$ cat config.mk
export PLATFORM = sky130hd
export DESIGN_NAME = button_conditioner
export DESIGN_NICKNAME = d
export VERILOG_FILES = /design/src/rtl/button_conditioner.sv
export SDC_FILE = /design/constraint.sdc
export NUM_CORES = 1
export LEC_CHECK = 0
export BUFFER_PORTS_ARGS = -buffer_cell sky130_fd_sc_hd__buf_2
export CORE_MARGIN = 5
export CORE_UTILIZATION = 45
export CTS_BUF_LIST = sky130_fd_sc_hd__clkbuf_16
export DETAILED_ROUTE_END_ITERATION = 10
export PLACE_DENSITY = 0.64
export SLEW_MARGIN = 20
export SYNTH_ARGS = -nofsm -noshare
export SYNTH_HDL_FRONTEND = slang
export SYNTH_SLANG_ARGS = --single-unit
$ cat constraint.sdc
create_clock -name MCLK -period 1.7 [get_ports MCLK]
set_input_delay 0.34 -clock MCLK [delete_from_list [all_inputs] [get_ports MCLK]]
set_output_delay 0.34 -clock MCLK [all_outputs]
set_load 0.02 [all_outputs]
$ cat src/rtl/button_conditioner.sv
// button_conditioner: four-channel push-button front end.
// Per channel: two-flop synchroniser, debounce counter, press/release strobes,
// and an optional auto-repeat FSM on channels selected by RPT_MASK.
// Auto-repeat logic is built only when BUTTON_CONDITIONER_AUTOREPEAT_EN is defined;
// otherwise PULSE mirrors PRESS on every channel.
module button_conditioner #(
    parameter int unsigned DB_CYCLES  = 503500,
    parameter int unsigned RPT_DELAY  = 12587500,
    parameter int unsigned RPT_PERIOD = 2517500,
    parameter logic [3:0]  RPT_MASK   = 4'b1100
) (
    input  logic       MCLK,
    input  logic       RST_N,
    input  logic [3:0] BT,
    output logic [3:0] LEVEL,
    output logic [3:0] PRESS,
    output logic [3:0] RELEASE,
    output logic [3:0] PULSE
);

    localparam int unsigned DBW = ($clog2(DB_CYCLES) > 0) ? $clog2(DB_CYCLES) : 1;
    localparam logic [DBW-1:0] DB_MAX = DBW'(DB_CYCLES - 1);

    logic [3:0]     meta_q, sync_q;
    logic [3:0]     level_q, level_d;
    logic [3:0]     press_q, press_d;
    logic [3:0]     release_q, release_d;
    logic [3:0]     pulse_q, pulse_d;
    logic [DBW-1:0] db_cnt_q [4];
    logic [DBW-1:0] db_cnt_d [4];

    // Synchronise the active-low pins into active-high pressed flags.
    always_ff @(posedge MCLK or negedge RST_N) begin
        if (!RST_N) begin
            meta_q <= '0;
            sync_q <= '0;
        end else begin
            meta_q <= ~BT;
            sync_q <= meta_q;
        end
    end

    // Debounce: count consecutive cycles where sync disagrees with LEVEL.
    always_comb begin
        level_d = level_q;
        for (int i = 0; i < 4; i++) begin
            db_cnt_d[i] = '0;
            if (sync_q[i] != level_q[i]) begin
                if (db_cnt_q[i] == DB_MAX) begin
                    level_d[i] = sync_q[i];
                end else begin
                    db_cnt_d[i] = db_cnt_q[i] + 1'b1;
                end
            end
        end
    end

    assign press_d   = level_d & ~level_q;
    assign release_d = ~level_d & level_q;

`ifdef BUTTON_CONDITIONER_AUTOREPEAT_EN
    typedef enum logic [1:0] {StIdle, StDelay, StRepeat} rpt_state_e;

    localparam int unsigned RPW = ($clog2(RPT_DELAY) > 0) ? $clog2(RPT_DELAY) : 1;
    localparam logic [RPW-1:0] DELAY_MAX  = RPW'(RPT_DELAY - 1);
    localparam logic [RPW-1:0] PERIOD_MAX = RPW'(RPT_PERIOD - 1);

    rpt_state_e     state_q [4];
    rpt_state_e     state_d [4];
    logic [RPW-1:0] rpt_cnt_q [4];
    logic [RPW-1:0] rpt_cnt_d [4];
    logic [3:0]     rpt_hit;

    // Repeat FSM state and counter registers.
    always_ff @(posedge MCLK or negedge RST_N) begin
        if (!RST_N) begin
            for (int i = 0; i < 4; i++) begin
                state_q[i]   <= StIdle;
                rpt_cnt_q[i] <= '0;
            end
        end else begin
            for (int i = 0; i < 4; i++) begin
                state_q[i]   <= state_d[i];
                rpt_cnt_q[i] <= rpt_cnt_d[i];
            end
        end
    end

    // Repeat next-state: the FSM starts on the press edge itself, and the
    // next LEVEL is used so a release on the expiry edge suppresses the pulse.
    always_comb begin
        rpt_hit = '0;
        for (int i = 0; i < 4; i++) begin
            state_d[i]   = state_q[i];
            rpt_cnt_d[i] = '0;
            if (RPT_MASK[i]) begin
                unique case (state_q[i])
                    StIdle: begin
                        if (press_d[i]) state_d[i] = StDelay;
                    end
                    StDelay: begin
                        if (!level_d[i]) begin
                            state_d[i] = StIdle;
                        end else if (rpt_cnt_q[i] == DELAY_MAX) begin
                            rpt_hit[i] = 1'b1;
                            state_d[i] = StRepeat;
                        end else begin
                            rpt_cnt_d[i] = rpt_cnt_q[i] + 1'b1;
                        end
                    end
                    StRepeat: begin
                        if (!level_d[i]) begin
                            state_d[i] = StIdle;
                        end else if (rpt_cnt_q[i] == PERIOD_MAX) begin
                            rpt_hit[i] = 1'b1;
                        end else begin
                            rpt_cnt_d[i] = rpt_cnt_q[i] + 1'b1;
                        end
                    end
                    default: state_d[i] = StIdle;
                endcase
            end
        end
    end

    assign pulse_d = press_d | rpt_hit;
`else
    logic unused_rpt_cfg;
    assign unused_rpt_cfg = ^{RPT_MASK, RPT_DELAY, RPT_PERIOD};
    assign pulse_d = press_d;
`endif

    // Debounced level, strobes and debounce counters.
    always_ff @(posedge MCLK or negedge RST_N) begin
        if (!RST_N) begin
            level_q   <= '0;
            press_q   <= '0;
            release_q <= '0;
            pulse_q   <= '0;
            for (int i = 0; i < 4; i++) db_cnt_q[i] <= '0;
        end else begin
            level_q   <= level_d;
            press_q   <= press_d;
            release_q <= release_d;
            pulse_q   <= pulse_d;
            for (int i = 0; i < 4; i++) db_cnt_q[i] <= db_cnt_d[i];
        end
    end

    assign LEVEL   = level_q;
    assign PRESS   = press_q;
    assign RELEASE = release_q;
    assign PULSE   = pulse_q;

endmodule

==> flow_metrics.env <==
export IMPL_netlist_area_sq_mm=0.00455
export IMPL_seq_area_frac_synth_pct=52.8
export IMPL_cts_root_buf="clkbuf_16"
export IMPL_gr_usage_all_layers_pct=15.8
export IMPL_die_w_um=111
export IMPL_synth_xor_area_share_pct=12.1
export IMPL_fill_cells=880
export IMPL_fin_cells=666
export IMPL_synthSimpleGateAreaFrac_pct=26.0
export IMPL_synth_compound_area_share_pct=3.24
export IMPL_place_gp_congestion=0.869
export IMPL_skew_ps=11.6
export IMPL_ios=22
export IMPL_path_class="reg -> reg"
export IMPL_antenna_found_initial=0
export IMPL_overflow=0
export IMPL_post_route_period_util_pct=104
export IMPL_seq_area_sq_mm=0.00241
export IMPL_die_h_um=111
export IMPL_clock_latency_ps=340
export IMPL_port_buffers=21
export IMPL_drtPass1Iterations=4
export IMPL_irDropWorstVdd_mv=0.446
export IMPL_crit_chain="nor4bb_4 > nand2_1 > or4_4 > mux2_4"
export IMPL_grt_max_degree=40
export IMPL_drtIter0Drc=145
export IMPL_hold_viol=0
export IMPL_cts_tree="built"
export IMPL_min_period_ps=1780
export IMPL_fin_hold_ws_ps=139
export IMPL_cts_buffer_depth=2
export IMPL_fp_coreArea_sq_mm=0.00982
export IMPL_hp_class="in -> reg"
export IMPL_drcViolationCount=0
export IMPL_met1Wirelength_um=4320
export IMPL_setup_slack_ps=-75.5
export IMPL_dp_hpwl_um=6600
export IMPL_synth_cells=452
export IMPL_cp_slowest_cell="or4_4"
export IMPL_p_leak_uw=0.00234
export IMPL_startpoint_type="register"
export IMPL_ys_top_cells_by_area="dfrtp_1 53%, xnor2_1 11%, nor2_1 6.7%, nand4_1 4.3%, nor4_1 3.2%"
export IMPL_drv_cap=0
export IMPL_max_slew_margin_rel_pct=70.5
export IMPL_max_freq_mhz=563
export IMPL_met2_wirelength_um=4660
export IMPL_ys_ff_latch=96
export IMPL_synth_edf_count=0
export IMPL_routed_wl_met3_um=311
export IMPL_area_delta_synth_final_pct=24.3
export IMPL_synth_cell_type_count=36
export IMPL_synthTopCellsByCount="96 x dfrtp_1, 81 x nor2_1, 55 x xnor2_1"
export IMPL_crit_family="simple AND/OR/NAND/NOR gates"
export IMPL_reg2regPathDepth=4
export IMPL_path_max_fanout=4
export IMPL_setup_violations=2
export IMPL_ys_flop_type="dfrtp_1"
export IMPL_initial_core_util_pct=46.4
export IMPL_async_flop_share_pct=100
export IMPL_ys_warn_count=0
export IMPL_final_layout_size_suffix_gt1_share_pct=25.9
export IMPL_synth_top_family_by_area="simple AND/OR/NAND/NOR gates"
export IMPL_netlist_area_leader_share_pct=52.8
export IMPL_vias_per_cell=5.30
export IMPL_postRouteAntennaNets=0
export IMPL_syn_avg_cell_area_sq_um=10.1
export IMPL_yosys_area_top_type="dfrtp_1"
export IMPL_clk_pin_slew_ps=70
export IMPL_synth_fa_ha_area_share_pct=1.10
export IMPL_p_per_area_mw_per_mm2=829
export IMPL_num_vias=3531
export IMPL_dieArea_sq_mm=0.0122
export IMPL_cp_num_cells=4
export IMPL_dp_cells=646
export IMPL_rsz0062_at_grt="yes"
export IMPL_syn_nets=462
export IMPL_top_layer="met4"
export IMPL_grt_pass1_vias=3574
export IMPL_htree_levels=3
export IMPL_wire_per_inst_um=14.2
export IMPL_rows=36
export IMPL_cp_end_kind="register"
export IMPL_status="finished, violations left"
export IMPL_slew_violations=0
export IMPL_crit_required_ps=1920
export IMPL_numCtsBuffers=9
export IMPL_slowest_delay_ps=540
export IMPL_grt_pass1_wl_um=16300
export IMPL_hold_depth=2
export IMPL_synth_most_common_cell="dfrtp_1"
export IMPL_fin_tns_setup_ps=-87.8
export IMPL_diodes=0
export IMPL_routed_wl_um=9430
export IMPL_multi_input_area_sq_mm=0.00209
export IMPL_violations="setup timing"
export IMPL_cts_sinks=96
export IMPL_max_slew_worst_pin_slew_ps=438
export IMPL_synthMuxAreaShare_pct=1.07
export IMPL_fin_nets=538
export IMPL_crit_buf_inv=0
export IMPL_cp_arrival_ps=2000
## report_power, final
part	internal [uW]	total (uW)	switching, uW	leakage (uW)
registers	2320	2350	31.4	0.00130
logic	72.3	182	110	0.000885
clock network	1290	2160	868	0.000163
total	3680	4690	1010	0.00234
## path summary, 6_finish.rpt
path / from / end / slack (ps)
max in group asynchronous: RST_N / db_cnt_q[66] / 690
min in group asynchronous: RST_N / db_cnt_q[45] / 470
setup / recovery: db_cnt_q[14] / LEVEL[3] / -80
setup reg to reg: db_cnt_q[14] / LEVEL[3] / -80
hold / removal: BT[1] / meta_q[1] / 140
hold reg to reg: meta_q[1] / sync_q[1] / 350
## placed cells by master (no fill, tap or decap), drive strengths merged, types with 8 or more instances in the layout
cell type   n
xnor2      55
nand2      19
clkbuf      9
nor2       81
xor2        8
nand3      22
buf        78
nor3b       8
nand4      32
a21oi       9
dfrtp      96
inv        28
nor3       14
nor4       23
## area by class of cell
class	count	share of cell area (%)
Clock buffer	9	3.98
Clock inverter	7	1.66
Inverter	23	1.53
Multi-Input combinational cell	319	36.9
Sequential cell	96	42.7
Tap cell	133	2.94
Timing Repair Buffer	79	10.3
## logic make-up (layout without fill, tap and decap cells)
logic type	after synthesis	count (layout)
muxes	4	4
adders and majority gates	4	4
buffers and inverters	37	118
and+or+nand+nor	226	226
xor gates and xnor gates	63	63
DFF	96	96
AOI/OAI and AO/OA	22	22
## state kept, by name (all words and copies together) (netlist names)
name	flops
db_cnt_q	76
LEVEL	4
sync_q	4
RELEASE	4
PULSE	4
meta_q	4
## metal layers
layer | vias to the layer above | track usage, %
met5 | - | 0
met4 | 0 | 5.67
met3 | 15 | 2.68
met2 | 66 | 26.1
met1 | 1731 | 20.9
li1 | 1719 | -
## stage by stage
step	setup slack, ps	instance area (sq um)	power (uW)	util [%]
2_1_floorplan	-67.7	4560	2460	-
6_report	-75.5	5660	4690	57.6
5_1_grt	-138	5660	4850	57.6
4_1_cts	-109	5510	4740	56.2
3_5_place_dp	-115	5180	2570	52.8
3_3_place_gp	-65.1	5180	2560	52.8
## what timing repair did
action | CTS | global route
endpoints found under the setup margin | 5 | 47
pin swaps | 2 | 6
buffers inserted | 0 | 3
hold buffers | 1 | 0
resized for setup | 1 | 30
endpoints found under the hold margin | 26 | 0
Note: power is estimated with default switching activity, not from simulation.
